## src/rtl/uart_dbg_bridge_pkg.sv

```systemverilog
// Shared constants for the UART debug bridge.
// States, command opcodes, reply bytes and the RX empty marker.
package uart_dbg_bridge_pkg;

   typedef logic [2:0] state_t;

   localparam state_t IDLE = 3'd0;
   localparam state_t ADDR = 3'd1;
   localparam state_t DATA = 3'd2;
   localparam state_t BUS  = 3'd3;
   localparam state_t RESP = 3'd4;

   localparam logic [7:0] CMD_WRITE = 8'h57;
   localparam logic [7:0] CMD_READ  = 8'h52;
   localparam logic [7:0] RSP_OK    = 8'h4B;
   localparam logic [7:0] RSP_ERR   = 8'h3F;

   localparam logic [31:0] RX_EMPTY = 32'hFFFF_FFFF;

endpackage

```

## src/rtl/uart_dbg_bridge_if.sv

```systemverilog
// UART byte register port plus native memory bus.
// master = bridge side, slave = UART/arbiter side.
interface uart_dbg_bridge_if;

   logic        reg_dat_we;
   logic        reg_dat_re;
   logic [31:0] reg_dat_di;
   logic [31:0] reg_dat_do;
   logic        reg_dat_ack;

   logic        mem_valid;
   logic        mem_ready;
   logic [31:0] mem_addr;
   logic [31:0] mem_wdata;
   logic [3:0]  mem_wstrb;
   logic [31:0] mem_rdata;

   modport master (
      output reg_dat_we, reg_dat_re, reg_dat_di,
      input  reg_dat_do, reg_dat_ack,
      output mem_valid, mem_addr, mem_wdata, mem_wstrb,
      input  mem_ready, mem_rdata
   );

   modport slave (
      input  reg_dat_we, reg_dat_re, reg_dat_di,
      output reg_dat_do, reg_dat_ack,
      input  mem_valid, mem_addr, mem_wdata, mem_wstrb,
      output mem_ready, mem_rdata
   );

endinterface

```

## src/rtl/uart_dbg_bridge_tx.sv

```systemverilog
// Single-byte sender: holds we/di until the UART acks.
// done pulses in the ack cycle; we drops on the next edge.
module uart_dbg_bridge_tx (
   input  logic        clk,
   input  logic        resetn,
   input  logic        start,
   input  logic [7:0]  data,
   input  logic        ack,
   output logic        we,
   output logic [31:0] di,
   output logic        done
);

   assign done = we & ack;

   // Latch a byte on start and hold it until acknowledged
   always_ff @(posedge clk) begin
      if (!resetn) begin
         we <= 1'b0;
         di <= 32'h0;
      end else if (we) begin
         if (ack) we <= 1'b0;
      end else if (start) begin
         we <= 1'b1;
         di <= {24'h0, data};
      end
   end

endmodule

```

## src/rtl/uart_dbg_bridge.sv

```systemverilog
// UART byte-command to 32-bit bus debug master.
// Define UART_DBG_BRIDGE_TIMEOUT_EN for the inter-byte timeout.
module uart_dbg_bridge
   import uart_dbg_bridge_pkg::*;
#(
   parameter int TIMEOUT_CYCLES = 1_000_000
) (
   input  logic              clk,
   input  logic              resetn,
   uart_dbg_bridge_if.master bus,
   output logic              busy
);

   state_t      state;
   logic [1:0]  idx;
   logic        is_rd;
   logic        rsp_err;
   logic        re_q;
   logic        mem_valid;
   logic [31:0] addr;
   logic [31:0] wdata;
   logic [31:0] rdata;
   logic        collect;
   logic        take;
   logic        tmo;
   logic [7:0]  rx_byte;
   logic [7:0]  tx_byte;
   logic        tx_start;
   logic        tx_we;
   logic        tx_done;
   logic [31:0] tx_di;
   logic        op_ok;

   assign collect = (state == IDLE) || (state == ADDR) || (state == DATA);
   assign take    = resetn && collect && !bus.reg_dat_do[31]
                    && !re_q && !tx_we;
   assign rx_byte = bus.reg_dat_do[7:0];
   assign op_ok   = (rx_byte == CMD_READ) || (rx_byte == CMD_WRITE);
   assign busy    = state != IDLE;

   assign bus.reg_dat_re = take;
   assign bus.reg_dat_we = tx_we;
   assign bus.reg_dat_di = tx_di;
   assign bus.mem_valid  = mem_valid;
   assign bus.mem_addr   = addr & ~32'h3;
   assign bus.mem_wdata  = wdata;
   assign bus.mem_wstrb  = (mem_valid && !is_rd) ? 4'hF : 4'h0;

   assign tx_start = (state == RESP) && !tx_we;
   assign tx_byte  = rsp_err ? RSP_ERR :
                     is_rd   ? rdata[{idx, 3'b000} +: 8] : RSP_OK;

`ifdef UART_DBG_BRIDGE_TIMEOUT_EN
   localparam int TW = $clog2(TIMEOUT_CYCLES + 1);
   logic [TW-1:0] tcnt;
   logic          at_lim;
   logic          rx_phase;

   assign rx_phase = (state == ADDR) || (state == DATA);
   assign at_lim   = tcnt == TW'(TIMEOUT_CYCLES);
   assign tmo      = rx_phase && at_lim && !take;

   // Inter-byte watchdog for partially received commands
   always_ff @(posedge clk) begin
      if (!resetn || take || !rx_phase) tcnt <= '0;
      else if (!at_lim) tcnt <= tcnt + TW'(1);
   end
`else
   assign tmo = 1'b0;
`endif

   uart_dbg_bridge_tx u_tx (
      .clk    (clk),
      .resetn (resetn),
      .start  (tx_start),
      .data   (tx_byte),
      .ack    (bus.reg_dat_ack),
      .we     (tx_we),
      .di     (tx_di),
      .done   (tx_done)
   );

   // Command parser, bus sequencer and reply stepping
   always_ff @(posedge clk) begin
      if (!resetn) begin
         state     <= IDLE;
         idx       <= 2'd0;
         is_rd     <= 1'b0;
         rsp_err   <= 1'b0;
         re_q      <= 1'b0;
         mem_valid <= 1'b0;
         addr      <= 32'h0;
         wdata     <= 32'h0;
         rdata     <= 32'h0;
      end else begin
         re_q <= take;
         case (state)
            IDLE: if (take) begin
               idx     <= 2'd0;
               is_rd   <= rx_byte == CMD_READ;
               rsp_err <= !op_ok;
               state   <= op_ok ? ADDR : RESP;
            end
            ADDR: if (tmo) state <= IDLE;
            else if (take) begin
               addr[{idx, 3'b000} +: 8] <= rx_byte;
               idx <= idx + 2'd1;
               if (idx == 2'd3) begin
                  state     <= is_rd ? BUS : DATA;
                  mem_valid <= is_rd;
               end
            end
            DATA: if (tmo) state <= IDLE;
            else if (take) begin
               wdata[{idx, 3'b000} +: 8] <= rx_byte;
               idx <= idx + 2'd1;
               if (idx == 2'd3) begin
                  state     <= BUS;
                  mem_valid <= 1'b1;
               end
            end
            BUS: if (bus.mem_ready) begin
               mem_valid <= 1'b0;
               rdata     <= bus.mem_rdata;
               idx       <= 2'd0;
               state     <= RESP;
            end
            RESP: if (tx_done) begin
               idx <= idx + 2'd1;
               if (rsp_err || !is_rd || idx == 2'd3) state <= IDLE;
            end
            default: state <= IDLE;
         endcase
      end
   end

endmodule
```

## src/flat_wrapper.sv

```systemverilog
// flat-port wrapper written by rule: the top's interface ports become plain ports
module uart_dbg_bridge_flat import uart_dbg_bridge_pkg::*;
#(
   parameter int TIMEOUT_CYCLES = 1_000_000
)
  (clk, resetn, busy, bus_reg_dat_we, bus_reg_dat_re, bus_reg_dat_di, bus_reg_dat_do, bus_reg_dat_ack, bus_mem_valid, bus_mem_addr, bus_mem_wdata, bus_mem_wstrb, bus_mem_ready, bus_mem_rdata);
  uart_dbg_bridge_if bus_i ();
  input  logic clk;
  input  logic resetn;
  output logic busy;
  output wire logic [$bits(bus_i.reg_dat_we)-1:0] bus_reg_dat_we;
  output wire logic [$bits(bus_i.reg_dat_re)-1:0] bus_reg_dat_re;
  output wire logic [$bits(bus_i.reg_dat_di)-1:0] bus_reg_dat_di;
  input wire logic [$bits(bus_i.reg_dat_do)-1:0] bus_reg_dat_do;
  input wire logic [$bits(bus_i.reg_dat_ack)-1:0] bus_reg_dat_ack;
  output wire logic [$bits(bus_i.mem_valid)-1:0] bus_mem_valid;
  output wire logic [$bits(bus_i.mem_addr)-1:0] bus_mem_addr;
  output wire logic [$bits(bus_i.mem_wdata)-1:0] bus_mem_wdata;
  output wire logic [$bits(bus_i.mem_wstrb)-1:0] bus_mem_wstrb;
  input wire logic [$bits(bus_i.mem_ready)-1:0] bus_mem_ready;
  input wire logic [$bits(bus_i.mem_rdata)-1:0] bus_mem_rdata;
  assign bus_reg_dat_we = bus_i.reg_dat_we;
  assign bus_reg_dat_re = bus_i.reg_dat_re;
  assign bus_reg_dat_di = bus_i.reg_dat_di;
  assign bus_i.reg_dat_do = bus_reg_dat_do;
  assign bus_i.reg_dat_ack = bus_reg_dat_ack;
  assign bus_mem_valid = bus_i.mem_valid;
  assign bus_mem_addr = bus_i.mem_addr;
  assign bus_mem_wdata = bus_i.mem_wdata;
  assign bus_mem_wstrb = bus_i.mem_wstrb;
  assign bus_i.mem_ready = bus_mem_ready;
  assign bus_i.mem_rdata = bus_mem_rdata;
  uart_dbg_bridge #(.TIMEOUT_CYCLES(TIMEOUT_CYCLES)) u_core (.clk(clk), .resetn(resetn), .bus(bus_i), .busy(busy));
endmodule
```

## config.mk

```make
export PLATFORM = sky130hd
export DESIGN_NAME = uart_dbg_bridge_flat
export DESIGN_NICKNAME = d
export VERILOG_FILES = /design/src/rtl/uart_dbg_bridge_pkg.sv /design/src/rtl/uart_dbg_bridge_if.sv /design/src/rtl/uart_dbg_bridge_tx.sv /design/src/rtl/uart_dbg_bridge.sv /design/src/flat_wrapper.sv
export SDC_FILE = /design/constraint.sdc
export NUM_CORES = 1
export LEC_CHECK = 0
export BUFFER_PORTS_ARGS = -buffer_cell sky130_fd_sc_hd__clkbuf_2
export CORE_MARGIN = 2
export CORE_UTILIZATION = 39
export DETAILED_ROUTE_END_ITERATION = 16
export PLACE_DENSITY = 0.64
export SLEW_MARGIN = 20
export SYNTH_ARGS = -nofsm -noshare
export SYNTH_HDL_FRONTEND = slang
export SYNTH_SLANG_ARGS = --single-unit
```

## constraint.sdc

```tcl
create_clock -name clk -period 3.2 [get_ports clk]
set_clock_uncertainty 0.15 [all_clocks]
set_input_delay 0.64 -clock clk [delete_from_list [all_inputs] [get_ports clk]]
set_output_delay 0.64 -clock clk [all_outputs]
set_load 0.02 [all_outputs]
```

==> out/metrics.cfg, run 1 <==
[clock_tree]
htreeDepth=3
post_cts_resize_count=0
cts_root_buf=clkbuf_16
clock_path_buffers=2
insertion_delay_ns=0.36
holdBufCountCts=0
cts_buffers=9
post_cts_buffers=0
cts_tree=built
cts_sinks=112
clkTransAtPathRegs_ns=0.07

[finish]
drive_above_1_share_pct=23.9
n_antenna_cell=0
multi_input_area_mm2=0.00255
ff_latch_area_mm2=0.00224
synthToLayoutAreaGrowth_pct=18.3
final_common_cell=clkbuf_2
layout_common_cells=clkbuf_2, nand2_1, dfxtp_1
num-fill-cells=1271
final_cell_area_mm2=0.00602
stdcell_count=850
nNetsFinal=746
post-route-util_pct=47.5

[placed_design]
placed_area_mm2=0.00571
preCtsSetupSlack_ns=0.505
gp_congestion=0.743
dp_cells=834
port_buffers=122
place.detailed.hpwl_um=8630

[die]
core_mm2=0.0127
rows=41
dieArea_mm2=0.0140
die_x_um=118
initial_core_util_pct=40.2
pin_count=172
die_y_um=118

[global_route]
grt_pass1_vias=3845
grt_pass1_wl_um=19700
grt_usage_pct=17.7
overflow=0
antenna_found_initial=0
grt_start_max_net_pins=115

[routing]
wl_per_cell_um=14.6
num_vias=4175
drt-initial-drc-count=196
wirelength_um=12400
dr.pass1.iters=4
ant_nets=0
vias_per_cell=4.91
drcViolationCount=0

[timing]
timing.hold.ws_ns=0.316
finalCritPeriodShare_pct=73.4
rsz0062_at_grt=false
tightest_slew_ns=0.934
min_period_ns=2.35
drv_slew=0
setup_viol=0
tns_ns=0
fmax_mhz=426
setup_ws_ns=0.850
hold_viol_final=0
max_slew_margin_pct=37.8

[flow_run]
drv_cap=0

[power]
p_total_mw=2.79
ir_drop_mv=0.251
p_per_area_mw_per_mm2=464
p_leak_nw=2.55

[yosys]
yosysWarningCount=0
synth_fa_ha_area_share_pct=1.43
synth_top_family_by_area=simple AND/OR/NAND/NOR gates
synth_area_per_cell_um2=8.93
synthSimpleGateAreaFrac_pct=23.0
async_flop_share_pct=0
synth_compound_area_share_pct=13.9
synth_cells=570
netlist_area_mm2=0.00509
synth-xor-area-share_pct=0.344
synth_flop_cell=dfxtp_1
synth-seq-cells=112
synthDistinctLibCells=39
synth-edff-count=0
seq_area_frac_synth_pct=44.1
synthMuxAreaShare_pct=9.44

[worst_hold_path]
hold_class=reg2reg
min_path_cells=2
worstHoldEndpoint=u_core.bus.mem_wdata[12]
min_from=u_core.bus.mem_wdata[12]

[worst_setup_path]
criticalPathCategory=reg2out
r2r_slack_ns=0.95
crit_path_start_kind=flop
cp_top_family=flip-flops
worstPathCellList=inv_1 -> and3_1 -> clkbuf_2
cp.arrival_ns=1.56
r2r_end=u_core.bus.mem_wdata[16]
required_ns=2.41
reg2reg_depth=5
cp.depth=3
crit_fanout=13
setup.worst_path.end_class=output pin
cpMaxStageDelayCell=dfxtp_1
crit_path_start=u_core.state[2]
crit-reg2reg-launch=u_core.u_tx.we
slowest_delay_ns=0.61
path_buf_inv=2

[status]
status=finished, final reports clean

## how the worst max path moves through the flow
stage                                    end  slack (ns)
detailed placement  u_core.bus.mem_wdata[16]        0.51
global route                  bus_reg_dat_re        0.75
global placement    u_core.bus.mem_wdata[18]        0.54
CTS                           bus_reg_dat_re        0.84
floorplan           u_core.bus.mem_wdata[15]        0.81
finish                        bus_reg_dat_re        0.85
## routing by layer
layer  global-route usage [%]  part of all wire [%]  vias to the layer above
met5                        0                     0                        -
met4                     6.33                   1.2                        0
met3                     4.44                   5.4                       10
met2                     29.3                    49                      109
met1                     22.3                    44                     1961
li1                         -                     -                     2095
## worst reg2reg max path, delay by kind of cell (launching register included)
family	cells	cell delay (ns)
simple gates	4	1.40
mux	1	0.23
flops	1	0.36
## power breakdown
group,switching [mW],internal (mW)
Combinational,0.131,0.0767
Sequential,0.0160,1.41
Clock,0.528,0.633
## final cells by class
cell class                      count  area share, %
Timing Repair Buffer              132           11.4
Inverter                            6          0.374
Clock inverter                      6           1.12
Tap cell                          172           3.57
Sequential cell                   112           37.2
Multi-Input combinational cell    412           42.3
Clock buffer                       10           3.97
## state kept, by name, indices dropped and copies added, names as in the netlist
register / flops
u_core.addr: 30
u_core.rdata: 32
u_core.is_rd: 1
u_core.rsp_err: 1
u_core.bus.mem_wdata: 32
u_core.bus.mem_valid: 1
u_core.idx: 2
u_core.state: 3
u_core.u_tx.we: 1
u_core.u_tx.di: 8
u_core.re_q: 1
## cell usage after synthesis, types with 4 or more instances
master	count	area share, %
nand4_1	18	2.2
nand2b_1	4	0.49
a21boi_0	66	9.7
dfxtp_1	112	44
o21ai_0	13	1.3
and3_1	4	0.49
nor2_1	12	0.88
clkbuf_1	27	2.0
mux2i_1	30	5.9
buf_4	30	4.4
nor2b_1	33	4.1
nand3_1	23	2.3
nand2_1	114	8.4
buf_2	7	0.69
inv_1	6	0.44
a21oi_1	13	1.3
and2_1	15	1.8
mux4_2	8	3.5
ha_1	5	1.2
## logic make-up after synthesis
| group | after synthesis |
|---|---|
| AOI/OAI and AO/OA | 102 |
| xor gates and xnor gates | 2 |
| adders and majority gates | 6 |
| and+or+nand+nor | 238 |
| other | 1 |
| muxes | 38 |
| DFF | 112 |
| buffers and inverters | 71 |
(Power assumes the default switching activity.)
==> inputs of run 2 (changes only) <==
==> constraint.sdc (replaced) <==
create_clock -name clk -period 2.17 [get_ports clk]
set_clock_uncertainty 0.15 [all_clocks]
set_input_delay 0.434 -clock clk [delete_from_list [all_inputs] [get_ports clk]]
set_output_delay 0.434 -clock clk [all_outputs]
set_load 0.02 [all_outputs]
==> out/metrics.cfg, run 2 (synthesized netlist as in run 1, its figures left out) <==
[power]
ir_drop_mv=0.500
p_total_mw=4.06
p_per_area_mw_per_mm2=660
p_leak_nw=2.62

[worst_hold_path]
min_from=bus_mem_rdata[0]
min_path_cells=3
worstHoldEndpoint=u_core.rdata[0]
hold_class=in2reg

[global_route]
grt_usage_pct=18.0
antenna_found_initial=0
overflow=0
grt_pass1_vias=4057
grt_start_max_net_pins=115
grt_pass1_wl_um=20200

[placed_design]
dp_cells=850
preCtsSetupSlack_ns=-0.0499
place.detailed.hpwl_um=9130
port_buffers=122
gp_congestion=0.779

[finish]
final_common_cell=clkbuf_2
ff_latch_area_mm2=0.00224
nNetsFinal=762
n_antenna_cell=0
drive_above_1_share_pct=26.1
stdcell_count=866
num-fill-cells=1236
layout_common_cells=clkbuf_2, nand2_1, dfxtp_1
synthToLayoutAreaGrowth_pct=20.8
multi_input_area_mm2=0.00256

[timing]
max_slew_margin_pct=37.0
rsz0062_at_grt=false
fmax_mhz=482
tightest_slew_ns=0.945
drv_slew=0
min_period_ns=2.07
setup_viol=0
timing.hold.ws_ns=0.157
finalCritPeriodShare_pct=95.6
setup_ws_ns=0.0960
hold_viol_final=0

[die]
dieArea_mm2=0.0140
pin_count=172
die_x_um=118
initial_core_util_pct=40.2
rows=41
core_mm2=0.0127
die_y_um=118

[routing]
wirelength_um=12700
wl_per_cell_um=14.6
num_vias=4308
vias_per_cell=4.97
drcViolationCount=0
drt-initial-drc-count=246
dr.pass1.iters=4
ant_nets=0

[worst_setup_path]
crit_path_start_kind=flop
cp.arrival_ns=1.49
r2r_end=u_core.addr[13]
required_ns=1.59
crit_fanout=7
setup.worst_path.end_class=output pin
criticalPathCategory=reg2out
reg2reg_depth=6
r2r_slack_ns=0.15
crit-reg2reg-launch=u_core.state[0]

[status]
status=finished, final reports clean

[clock_tree]
cts_tree=built
clkTransAtPathRegs_ns=0.07
post_cts_buffers=0
clock_path_buffers=2
htreeDepth=3
cts_root_buf=clkbuf_16
cts_buffers=9
insertion_delay_ns=0.35
cts_sinks=112

[flow_run]
drv_cap=0

## run 2: final cells by class
| cell class | instances | area share (%) |
|---|---|---|
| Tap cell | 172 | 3.50 |
| Sequential cell | 112 | 36.5 |
| Clock buffer | 10 | 3.89 |
| Timing Repair Buffer | 148 | 13.3 |
| Clock inverter | 6 | 0.855 |
| Multi-Input combinational cell | 412 | 41.6 |
| Inverter | 6 | 0.366 |
## run 2: worst max path at each step
| stage | from | end | slack, ns | depth (start not counted) |
|---|---|---|---|---|
| 2_1_floorplan | u_core.idx[1] | u_core.bus.mem_wdata[15] | 0.1 | 7 |
| 3_3_place_gp | bus_reg_dat_do[31] | u_core.bus.mem_wdata[29] | 0.007 | 7 |
| 3_5_place_dp | bus_reg_dat_do[31] | u_core.addr[13] | -0.05 | 8 |
| 4_1_cts | u_core.u_tx.we | bus_reg_dat_re | 0.08 | 4 |
| 5_1_grt | u_core.u_tx.we | bus_reg_dat_re | 0.01 | 4 |
| 6_report | u_core.u_tx.we | bus_reg_dat_re | 0.1 | 4 |
## run 2: repair_timing
| item | 4_1_cts | 5_1_grt |
|---|---|---|
| hold endpoints to repair | 0 | 0 |
| setup endpoints to repair | 0 | 1 |
| hold buffers | 0 | 0 |
| resized for setup | 0 | 1 |
## run 2: per-stage QoR
step | util [%] | setup TNS [ns] | instance area (µm²)
after floorplan | - | 0 | 5190
after global placement | 46.2 | 0 | 5860
after detailed placement | 46.2 | -0.245 | 5860
after CTS | 48.5 | 0 | 6150
after global routing | 48.5 | 0 | 6150
final | 48.5 | 0 | 6150
## run 2: metal layers
layer,GRT usage [%],up-vias,wire length (µm)
li1,-,2123,-
met1,22.3,2067,5590
met2,30.1,103,6260
met3,4.73,15,613
met4,5.87,0,219
met5,0,-,0
## run 2: power by group
part / switching, mW / total (mW) / internal, mW / leakage, nW
Clock: 0.807 / 1.63 / 0.828 / 0.137
Sequential: 0.0179 / 2.09 / 2.07 / 0.904
Combinational: 0.203 / 0.333 / 0.130 / 1.58
## run 2: worst max-delay path, stage by stage, from the launching register on
cell	delay, ns
dfxtp_1	0.36
nor4b_1	0.27
buf_4	0.19
and3_1	0.15
clkbuf_2	0.16
==> inputs of run 3 (changes only) <==
--- a/config.mk
+++ b/config.mk
@@ -6,6 +6,7 @@
 export NUM_CORES = 1
 export LEC_CHECK = 0
 export BUFFER_PORTS_ARGS = -buffer_cell sky130_fd_sc_hd__clkbuf_2
+export CORE_ASPECT_RATIO = 1.5
 export CORE_MARGIN = 2
 export CORE_UTILIZATION = 39
 export DETAILED_ROUTE_END_ITERATION = 16
==> out/metrics.cfg, run 3 (synthesized netlist as in run 1, its figures left out) <==
[status]
status=finished, final reports clean

[timing]
max_slew_margin_pct=37.8
min_period_ns=2.11
rsz0062_at_grt=false
tightest_slew_ns=0.933
drv_slew=0
tns_ns=0
fmax_mhz=475
finalCritPeriodShare_pct=97.0
hold_viol_final=0
setup_viol=0

[worst_hold_path]
worstHoldEndpoint=u_core.rdata[25]
min_from=bus_mem_rdata[25]
hold_class=in2reg
min_path_cells=3

[worst_setup_path]
criticalPathCategory=reg2out
reg2reg_depth=6
setup.worst_path.end_class=output pin
worstPathCellList=nor4b_2 -> buf_4 -> buf_4 -> and3_1 -> clkbuf_2
cp_common_cell=buf_4
crit_fanout=7
slowest_delay_ns=0.36
cp.arrival_ns=1.52
crit_path_start_kind=flop
r2r_end=u_core.bus.mem_wdata[29]
required_ns=1.59
cpMaxStageDelayCell=dfxtp_2
r2r_slack_ns=0.22
crit-reg2reg-launch=u_core.u_tx.we

[global_route]
grt_pass1_vias=4050
grt_usage_pct=17.7
antenna_found_initial=0
overflow=0
grt_start_max_net_pins=115
grt_pass1_wl_um=19900

[clock_tree]
cts_sinks=112
cts_buffers=9
cts_root_buf=clkbuf_16
clkTransAtPathRegs_ns=0.08
htreeDepth=3
cts_tree=built
post_cts_buffers=0
insertion_delay_ns=0.35
clock_path_buffers=2

[die]
die_x_um=97.3
die_y_um=144
pin_count=172
dieArea_mm2=0.0140
core_mm2=0.0129
initial_core_util_pct=39.5
rows=51

[power]
p_total_mw=4.02
p_per_area_mw_per_mm2=655
ir_drop_mv=0.357
p_leak_nw=2.64

[finish]
nNetsFinal=764
multi_input_area_mm2=0.00257
ff_latch_area_mm2=0.00224
n_antenna_cell=0
final_common_cell=clkbuf_2
num-fill-cells=1276
layout_common_cells=clkbuf_2, nand2_1, dfxtp_1
drive_above_1_share_pct=26.6
synthToLayoutAreaGrowth_pct=20.6

[routing]
dr.pass1.iters=4
vias_per_cell=4.95
wl_per_cell_um=14.5
wirelength_um=12400
drcViolationCount=0
ant_nets=0
num_vias=4236
drt-initial-drc-count=195

[placed_design]
place.detailed.hpwl_um=9010
port_buffers=122
gp_congestion=0.817

[flow_run]
drv_cap=0

run 3: worst max-delay path by stage:
| stage | from | to | slack, ns |
|---|---|---|---|
| 2_1_floorplan | u_core.idx[1] | u_core.bus.mem_wdata[15] | 0.1 |
| 3_3_place_gp | bus_reg_dat_do[31] | u_core.addr[4] | -0.02 |
| 3_5_place_dp | bus_reg_dat_do[31] | u_core.addr[2] | -0.08 |
| 4_1_cts | u_core.u_tx.we | bus_reg_dat_re | 0.000005 |
| 5_1_grt | u_core.u_tx.we | bus_reg_dat_re | 0.001 |
| 6_report | u_core.u_tx.we | bus_reg_dat_re | 0.06 |
run 3: worst max-delay path, delay by kind of cell (launching register included):
family	cells	cell delay (ns)
buffers and inverters	3	0.43
flip-flops	1	0.36
AND/OR/NAND/NOR	2	0.38
run 3: metal layers:
metal | GRT usage (%) | vias to the layer above | wire [µm]
met5 | 0 | - | 0
met2 | 31.4 | 130 | 6270
met3 | 4.38 | 16 | 747
met1 | 20.9 | 1960 | 5180
met4 | 6.51 | 0 | 225
li1 | - | 2130 | -
run 3: report_power, final:
group	switching [mW]	internal, mW
registers	0.0197	2.08
logic	0.208	0.131
clock network	0.786	0.799
total	1.01	3.01
run 3: through the flow:
stage	instances	cell area, µm²	setup slack [ns]	hold slack (ns)	utilization [%]
floorplan	595	5190	0.0983	0.290	-
global placement	839	5840	-0.0211	0.301	45.3
detailed placement	839	5840	-0.0825	0.308	45.3
CTS	855	6130	0.00000533	0.149	47.6
global route	855	6140	0.00100	0.155	47.6
finish	855	6140	0.0647	0.159	47.6
run 3: final cells by class:
cell class | instances | share of cell area, %
repair buffers | 150 | 13.4
flip-flops and latches | 112 | 36.5
well taps | 159 | 3.24
clock buffers | 10 | 3.73
inverters | 6 | 0.367
multi-input cells | 412 | 41.9
clock inverters | 6 | 0.836
run 3: timing repair:
item | CTS | global route
hold buffers | 0 | 0
gates resized for setup | 1 | 4
endpoints found under the setup margin | 1 | 6
